<file path="src/rtl/voice_allocator.sv">
// Purpose: assigns note events to NUM_VOICES voices (retrigger > free > oldest released > steal oldest held).
// Latency: one cycle; an event strobed in cycle N updates gate/pitch/trig/steal/count visible in cycle N+1.
// Backpressure: none; every strobe is accepted, one event per cycle, each seeing the previous event's result.
module voice_allocator #(
  parameter int NUM_VOICES = 4,
  parameter int MIDI_BYTES = 24
) (
  input  logic                          clk_in,
  input  logic                          rst_in,
  input  logic [MIDI_BYTES-1:0]         midi_event_in,
  input  logic                          midi_valid_in,
  input  logic [NUM_VOICES-1:0]         voice_active_in,
  output logic [NUM_VOICES-1:0]         voice_gate_out,
  output logic [8*NUM_VOICES-1:0]       voice_pitch_out,
  output logic [NUM_VOICES-1:0]         voice_trig_out,
  output logic [$clog2(NUM_VOICES):0]   voices_held_out,
  output logic                          steal_out
);

  localparam int RW = $clog2(NUM_VOICES);
  localparam int CW = RW + 1;

  typedef logic [RW-1:0] rank_t;

  typedef struct packed {
    logic [7:0] status;
    logic [7:0] data1;
    logic [7:0] data2;
  } midi_evt_t;

  midi_evt_t evt;

  // Registered voice state; FREE/RELEASED/HELD are derived from gate and active.
  logic [NUM_VOICES-1:0]       gate_q, gate_d;
  logic [NUM_VOICES-1:0][7:0]  pitch_q, pitch_d;
  logic [NUM_VOICES-1:0]       trig_q, trig_d;
  logic [CW-1:0]               held_q, held_d;
  logic                        steal_q, steal_d;
  rank_t                       rank_q [NUM_VOICES];
  rank_t                       rank_d [NUM_VOICES];

  logic is_note_on, is_note_off, is_all_off;

  // Candidate search results
  logic  hit_found, free_found, rel_found, held_found;
  rank_t hit_idx, free_idx, rel_idx, held_idx;
  rank_t rel_rank, held_rank;
  rank_t sel_idx;
  logic  sel_steal;

  assign evt = midi_event_in[MIDI_BYTES-1 -: 24];

  // Channel-0 event decode; running velocity 0 on a note-on is a note-off.
  always_comb begin
    is_note_on  = midi_valid_in && (evt.status == 8'h90) && (evt.data2 != 8'h00);
    is_note_off = midi_valid_in && ((evt.status == 8'h80) ||
                                    ((evt.status == 8'h90) && (evt.data2 == 8'h00)));
    is_all_off  = midi_valid_in && (evt.status == 8'hB0) && (evt.data1 == 8'h7B);
  end

  // Scan voices for a same-pitch held voice, lowest free, oldest released and oldest held.
  always_comb begin
    hit_found  = 1'b0;
    free_found = 1'b0;
    rel_found  = 1'b0;
    held_found = 1'b0;
    hit_idx    = '0;
    free_idx   = '0;
    rel_idx    = '0;
    held_idx   = '0;
    rel_rank   = '0;
    held_rank  = '0;
    for (int v = 0; v < NUM_VOICES; v++) begin
      if (gate_q[v]) begin
        if (!hit_found && (pitch_q[v] == evt.data1)) begin
          hit_found = 1'b1;
          hit_idx   = RW'(v);
        end
        if (!held_found || (rank_q[v] > held_rank)) begin
          held_found = 1'b1;
          held_idx   = RW'(v);
          held_rank  = rank_q[v];
        end
      end else if (voice_active_in[v]) begin
        if (!rel_found || (rank_q[v] > rel_rank)) begin
          rel_found = 1'b1;
          rel_idx   = RW'(v);
          rel_rank  = rank_q[v];
        end
      end else if (!free_found) begin
        free_found = 1'b1;
        free_idx   = RW'(v);
      end
    end
  end

  // Priority pick; every voice is in exactly one class, so some voice is always chosen.
  always_comb begin
    sel_idx   = held_idx;
    sel_steal = 1'b1;
    if (hit_found) begin
      sel_idx   = hit_idx;
      sel_steal = 1'b0;
    end else if (free_found) begin
      sel_idx   = free_idx;
      sel_steal = 1'b0;
    end else if (rel_found) begin
      sel_idx   = rel_idx;
      sel_steal = 1'b0;
    end
  end

  // Next-state: apply the decoded event to gates, pitches, ranks and pulses.
  always_comb begin
    gate_d  = gate_q;
    pitch_d = pitch_q;
    trig_d  = '0;
    steal_d = 1'b0;
    for (int v = 0; v < NUM_VOICES; v++) begin
      rank_d[v] = rank_q[v];
    end
    if (is_note_on) begin
      // Promote the chosen voice to newest; everything newer than it ages by one,
      // which keeps the ranks a permutation.
      for (int v = 0; v < NUM_VOICES; v++) begin
        if (rank_q[v] < rank_q[sel_idx]) begin
          rank_d[v] = rank_q[v] + RW'(1);
        end
        if (RW'(v) == sel_idx) begin
          rank_d[v]  = '0;
          gate_d[v]  = 1'b1;
          pitch_d[v] = evt.data1;
          trig_d[v]  = 1'b1;
        end
      end
      steal_d = sel_steal;
    end else if (is_note_off) begin
      // Pitch and rank are kept so the release tail plays at the right note.
      for (int v = 0; v < NUM_VOICES; v++) begin
        if (gate_q[v] && (pitch_q[v] == evt.data1)) begin
          gate_d[v] = 1'b0;
        end
      end
    end else if (is_all_off) begin
      gate_d = '0;
    end
  end

  // Held-voice count tracks the next gate vector so it lands in the same cycle.
  always_comb begin
    held_d = '0;
    for (int v = 0; v < NUM_VOICES; v++) begin
      held_d = held_d + CW'(gate_d[v]);
    end
  end

  // State registers; reset makes voice v rank v so voice 0 starts as newest.
  always_ff @(posedge clk_in or posedge rst_in) begin
    if (rst_in) begin
      gate_q  <= '0;
      pitch_q <= '0;
      trig_q  <= '0;
      held_q  <= '0;
      steal_q <= 1'b0;
      for (int v = 0; v < NUM_VOICES; v++) begin
        rank_q[v] <= RW'(v);
      end
    end else begin
      gate_q  <= gate_d;
      pitch_q <= pitch_d;
      trig_q  <= trig_d;
      held_q  <= held_d;
      steal_q <= steal_d;
      for (int v = 0; v < NUM_VOICES; v++) begin
        rank_q[v] <= rank_d[v];
      end
    end
  end

  assign voice_gate_out  = gate_q;
  assign voice_pitch_out = pitch_q;
  assign voice_trig_out  = trig_q;
  assign voices_held_out = held_q;
  assign steal_out       = steal_q;

endmodule

</file>
<file path="config.mk">
export PLATFORM = sky130hd
export DESIGN_NAME = voice_allocator
export DESIGN_NICKNAME = d
export VERILOG_FILES = /design/src/rtl/voice_allocator.sv
export SDC_FILE = /design/constraint.sdc
export NUM_CORES = 1
export LEC_CHECK = 0
export CORE_MARGIN = 4
export CORE_UTILIZATION = 54
export CTS_CLUSTER_DIAMETER = 40
export CTS_CLUSTER_SIZE = 16
export DETAILED_ROUTE_END_ITERATION = 12
export GPL_ROUTABILITY_DRIVEN = 0
export PLACE_DENSITY = 0.94
export SLEW_MARGIN = 25
export SYNTH_ARGS = -nofsm -noshare
export SYNTH_HDL_FRONTEND = slang
export SYNTH_SLANG_ARGS = --single-unit
</file>
<file path="constraint.sdc">
create_clock -name clk_in -period 14.9 [get_ports clk_in]
set_clock_uncertainty 0.15 [all_clocks]
set_input_delay 2.235 -clock clk_in [delete_from_list [all_inputs] [get_ports clk_in]]
set_output_delay 2.235 -clock clk_in [all_outputs]
set_load 0.1 [all_outputs]
</file>
==> impl_results.md <==
* Synth top cells by count: 48 x dfrtp_1, 34 x mux2_2, 24 x xnor2_1
* Share of cells above drive strength 1 at 15.12%
* Hold violation total from the final report at 0
* Die Y at 84.75 um
* LEAKAGE at 1.771 nW
* Hold buffers post-CTS at 0
* Fin Setup TNS at 0 ns
* Placeable Area at 0.005608 mm^2
* Num ports at 75
* Final hold slack at 0.3758 ns
* Worst Hold Endpoint: rank_q[1]$_DFFE_PP1P_
* Peak supply drop at 62.16 uV
* Fmax at 117.0 MHz
* Slew Limit Fails at 0
* Die Wd at 84.75 um
* Placed wire-length estimate at 6373 um
* Worst R2R Start: voice_gate_out[0]$_DFF_PP0_
* CP Data Required Time at 14.94 ns
* P_int at 223.2 uW
* Register area share after synthesis at 41.07%
* CTS clk-pin slew, worst paths at 0.09 ns
* Number of port buffers at 74
* First-pass GRT wire length at 14,570 um
* Clk_lat worst skew at 0.31 ns
* CP endpoint kind: flip-flop
* Final worst slack at 6.355 ns
* Hold path cells at 2
* Clk sinks at 52
* Synthesized area at 0.003181 mm^2
* Slew HR at 31.48%
* Critical path class: in2reg
* Root Buffer: clkbuf_8
* PD cells at 75.00 mW/mm^2
* Yosys warnings at 0
* Area growth syn-to-layout at 28.91%
* Post-Syn Instances at 305
* Post-synth EDFFs at 0
* Switching power at 84.35 uW
* Antenna viol nets, final at 0
* Register bit total from synthesis at 52
* Crit path DAT at 8.59 ns
* CTS Buf Count at 5
* Combinational share of power at 18.5%
* Pre-CTS setup slack at 6.214 ns
* Vias post-DR at 2,752
* Fin crit share at 57.35%
* Vias per inst at 6.129
* Rows at 27
* Hold path start: rank_q[0]$_DFFE_PP1P_
* Worst slew pin tran at 1.025 ns
* DRT Wirelength at 8756 um
* Reg2reg path depth at 26
* Flop2flop setup slack at 8.21 ns
* Residual DRC at 0
* # fillers at 405
* Antenna cells at 0
* Power, Total at 307.5 uW
* WL per Instance at 19.50 um
* Post-synth top area share at 37.77%
* Die area at 0.007182 mm^2
* Worst-path maximum fanout at 10
* Syn nets at 351
* RSZ-0062 raised after global routing: false
* Vias in the first global route at 2,986
* Hold crit path type: reg2reg
* Distinct cell type count of the synthesized netlist at 43
* Placed insts at 441
* Cts repair resizes at 0
* Initial Utilization at 56.72%
* Post-synth ARST share at 100.0%
* Sequential share of power at 47.5%
* H-tree depth at 2
* Startpoint Class: primary input
* R2R Path End: voices_held_out[1]$_DFF_PP0_
* Most numerous cell in the Yosys netlist: dfrtp_1
* CTS tree: yes
* Final setup fails at 0
* 1st-pass router iterations at 5
* Initial antenna violation count at 0
* Tot GR Track Use at 25.52%
* Final nets at 422
* Final cell count without fillers at 449
* Primary FF master, synth: dfrtp_1
* Synth area leader: dfrtp_1
* Max-cap violations at 0
* Switch share at 27.43%
* Status: completed
* Postcts setup bufs at 0
* Largest net degree at the start of global routing at 53
* GRT overflow at 0
* Leading post-synthesis cells by cell area: dfrtp_1 38%, mux2_2 12%, xnor2_1 6.6%
* Syn_area_per_cell at 10.43 um^2
* Clk pwr share at 34.0%
* Clock tree buffer depth at 2
* Period minus WS final at 8.545 ns
* Initial drt markers at 228
layout make-up:
class	count	area (um^2)	share of cell area, %
flip-flops and latches	52	1306	31.86
inverters	13	50.05	1.221
clock inverters	1	30.03	0.7324
well taps	72	90.09	2.197
clock buffers	7	96.34	2.350
multi-input cells	227	1764	43.03
repair buffers	77	763.2	18.61
flip-flops by register name (all words and copies together) (netlist names):
register / count
rank_q: 8
steal_out: 1
voice_gate_out: 4
voice_pitch_out: 32
voice_trig_out: 4
voices_held_out: 3
power groups by stage:
stage                     sequential, mW  clock [mW]  combinational (mW)
after global routing               0.147       0.113              0.0609
after global placement             0.149           0              0.0540
after floorplan                    0.162           0              0.0245
after CTS                          0.146       0.105              0.0567
after detailed placement           0.149           0              0.0561
final                              0.146       0.104              0.0569
logic make-up after synthesis:
logic type                 synth area share (%)
buffers and inverters                     3.619
muxes                                     13.93
adders and majority gates                 6.137
and+or+nand+nor                           13.97
DFF                                       41.07
AOI/OAI and AO/OA                         12.47
xor gates and xnor gates                  8.812
metal layers:
| metal | vias to the layer above | share of wire (%) | track usage (%) |
|---|---|---|---|
| met4 | 0 | 4.3 | 13.38 |
| li1 | 1244 | - | - |
| met1 | 1313 | 38 | 28.92 |
| met3 | 41 | 8.4 | 7.164 |
| met5 | - | 0 | 0 |
| met2 | 154 | 49 | 43.56 |
worst max path at each step:
stage                            start                           end  cells after the start
global placement    voice_active_in[0]  voices_held_out[1]$_DFF_PP0_                     27
floorplan           voice_active_in[0]  voices_held_out[1]$_DFF_PP0_                     27
CTS                 voice_active_in[0]  voices_held_out[1]$_DFF_PP0_                     27
global route        voice_active_in[0]  voices_held_out[1]$_DFF_PP0_                     27
detailed placement  voice_active_in[0]  voices_held_out[1]$_DFF_PP0_                     27
finish              voice_active_in[0]  voices_held_out[1]$_DFF_PP0_                     27
cells in the final DEF (no fill, tap or decap), drive strengths merged, types with 2 or more instances in the layout:
cell            n
xnor2          24
o211ai          4
clkbuf          7
nand2          22
a32o            2
dfstp           4
buf             3
mux2i           6
inv            12
a21oi          12
o311ai          2
nor2b          10
ha             14
a31oi           4
nand3           8
a221oi          4
o21ai          12
nor3            8
o2bb2ai         2
clkdlybuf4s50  74
a211oi          3
nor2           19
nand4           9
mux2           34
nand2b          4
dfrtp          48
nor4            5
xor2            8
worst max-delay path: stages:
cell	delay [ns]
clkdlybuf4s50_1	0.50
nor2b_1	0.27
nand2_1	0.12
ha_1	0.31
nor2b_1	0.12
o21ai_0	0.08
a21oi_1	0.35
nor2_1	0.09
a21oi_1	0.19
ha_1	0.28
nor2b_1	0.14
o211ai_1	0.26
o21ai_0	0.24
nor2_1	0.16
a21oi_1	0.07
ha_1	0.31
nor2b_1	0.15
o211ai_1	0.12
o21ai_0	0.12
a211oi_1	0.09
or3_4	0.36
a21oi_4	0.30
nand3_1	0.50
nand2_1	0.27
fa_1	0.44
ha_1	0.21
ha_1	0.27
stage by stage:
stage / instance area [um^2] / utilization, %
floorplan: 3181 / -
global placement: 3968 / 70.75
detailed placement: 3968 / 70.75
CTS: 4094 / 73.00
global route: 4100 / 73.11
finish: 4100 / 73.11
No activity file was read; power rests on OpenSTA's default activity.
==> patch, RTL diff (same settings) <==
Change the parameter `NUM_VOICES` from 4 to 8.
--- a/src/rtl/voice_allocator.sv
+++ b/src/rtl/voice_allocator.sv
@@ -4,3 +4,3 @@
 module voice_allocator #(
-  parameter int NUM_VOICES = 4,
+  parameter int NUM_VOICES = 8,
   parameter int MIDI_BYTES = 24
Interface: changed (5 resized); port bits go from 75 to 120. No check against the original RTL was run, so the function may have changed too.
==> patch against the unedited design <==
- global-route usage rose by 3.3 points
- power rose to 3.2 times the old value
- routed wire length rose to 3.0 times the old value
- clock power rose by 130%
- count of clock-buffer cells in the layout rose by 2
- register-to-register slack got worse by 6600 ps
- design area rose by 150%
- worst setup slack got worse by 6000 ps
- sequential cell count rose by 57
- area after synthesis rose to 2.7 times the old value
- non-clock buffer count rose by 63
- critical path depth rose by 33
- critical path type unchanged
- largest cell class unchanged
- largest power group is now combinational logic
- highest routed layer unchanged
==> patch: results (changes against the unedited design) <==
Outcome
  – Status: finished, final reports clean

Global routing
  – Total GRT Usage: 28.9% (+3.3 points)
  – First-pass GRT wire length: 41.7 mm (+190%)
  – Vias in the first global route: 8,158 (+170%)
  – Pin count of the biggest net entering global routing: 74 (+40%)
  – Initial antenna violation count: 0 (unchanged)

Critical path
  – Critical path arrival: 14,630 ps (+6040 ps)
  – Critical Path Fanout Max: 8 (-2)
  – Critical Path Max Stage Delay: 530 ps (+30 ps)

Clocking
  – Clock slew at reported path FFs: 80 ps
  – Post-CTS setup buffer count: 0 (unchanged)
  – # H-tree levels: 3 (+1)
  – Post-cts repair resize count: 2 (+2)
  – Worst-Skew Late Latency: 360 ps (+50 ps)
  – CTS buffer count: 9 (+4)
  – Root Driver: clkbuf_16

Placed design
  – PortBufs: 119 (+61%)
  – Placed Area: 9840 µm² (+150%)
  – Post-detail-place hpwl: 18.6 mm (+190%)
  – Place WS: -416 ps (-6630 ps)
  – Number of cells after detailed placement: 1,269 (+190%)

Synth
  – Yosys warnings: 0 (unchanged)
  – Syn_nets: 1,069 (+200%)
  – Adder-cell share of the synthesized area: 11.1% (+5.0 points)
  – Seq/Total Area, Yosys: 32.3% (-8.7 points)
  – Xor and xnor area share after synthesis: 6.71% (-2.1 points)
  – Synth Area in Compound Gates: 14.5% (+2.0 points)
  – Synth unique cells: 83 (+93%)
  – Top post-synthesis cells by area: dfrtp_1 29%, ha_1 10%, nand2_1 7.2%
  – Synth cell count leaders: 162 x nand2_1, 97 x dfrtp_1, 69 x ha_1, 53 x inv_1, 46 x nor2_1
  – Mux cell area share after synthesis: 6.96% (-7.0 points)
  – Post-synth EDFFs: 0 (unchanged)
  – Mean post-synth cell area: 8.83 µm² (-15%)
  – FFs w/ async S/R, synth: 100% (unchanged)

Pwr
  – Flop pwr share: 34.7% (-13 points)
  – Comb pwr: 0.397 mW (+600%)
  – Pwr Density: 94.9 nW/µm² (+27%)
  – Sw frac: 38.8% (+11 points)
  – Max VDD drop: 0.0000737 V (+19%)
  – Lkg Pwr: 4.70 nW (+170%)

Routing
  – DR pass1 iterations: 6 (+1)
  – Drt total wl: 26.4 mm (+200%)
  – Post-DR wirelength/cell: 20.5 µm (+5.0%)
  – Via Count: 8,267 (+200%)
  – DRT iter0 DRCs: 838 (+270%)

Layout
  – Nets: 1,183 (+180%)
  – Diode count: 0 (unchanged)
  – Largest register FFs: 64 (+100%)
  – Layout cell share with drive strength beyond 1: 12.7% (-2.4 points)

Timing
  – Relative slew slack: 30.8% (-0.69 points)
  – Max-slew violation count: 0 (unchanged)

Worst hold path
  – Hold Crit Class: reg -> reg
patch: changes by cell type after synthesis, sizes merged, moves of 16 or more:
| cell | delta |
|---|---|
| nand2 | +140 |
| ha | +55 |
| dfrtp | +49 |
| inv | +40 |
| o21ai | +33 |
| nor2 | +31 |
| nand3 | +27 |
| a21oi | +23 |
| xnor2 | +17 |
| xor2 | +16 |
patch: layout make-up:
cell class,instances,area [µm²]
fillers,1106,5070
repair buffers,140,1350
well taps,211,264
clock inverters,7,55.1
flip-flops and latches,109,2740
clock buffers,9,225
multi-input cells,758,5400
inverters,57,216
patch: worst max-delay path: cells and delay by family:
family | cells | cell delay (ps)
compound gates | 21 | 3600
buf+inv | 8 | 1160
xor+xnor | 1 | 140
fa+ha+maj | 12 | 3950
simple gates | 16 | 2990
mux | 2 | 570
patch: layer usage:
metal	vias to the layer above	GRT usage, %	part of all wire [%]
li1	3640	-	-
met1	3881	34.8	36
met2	598	47.1	47
met3	148	8.50	11
met4	0	14.7	5.3
met5	-	0	0
patch: final timing paths:
path / start / to / slack (ps) / cells past startpoint
worst max-delay path: voice_active_in[0] / voices_held_out[2]$_DFF_PP0_ / 380 / 60
worst min register to register: voice_pitch_out[59]$_DFFE_PP0P_ / voice_pitch_out[59]$_DFFE_PP0P_ / 380 / 2
min in group asynchronous: rst_in / voice_pitch_out[56]$_DFFE_PP0P_ / 2120 / 2
worst max register to register: voice_gate_out[0]$_DFF_PP0_ / voices_held_out[2]$_DFF_PP0_ / 1660 / 55
max in group asynchronous: rst_in / voice_pitch_out[41]$_DFFE_PP0P_ / 11180 / 3
worst min-delay path: voice_pitch_out[59]$_DFFE_PP0P_ / voice_pitch_out[59]$_DFFE_PP0P_ / 380 / 2
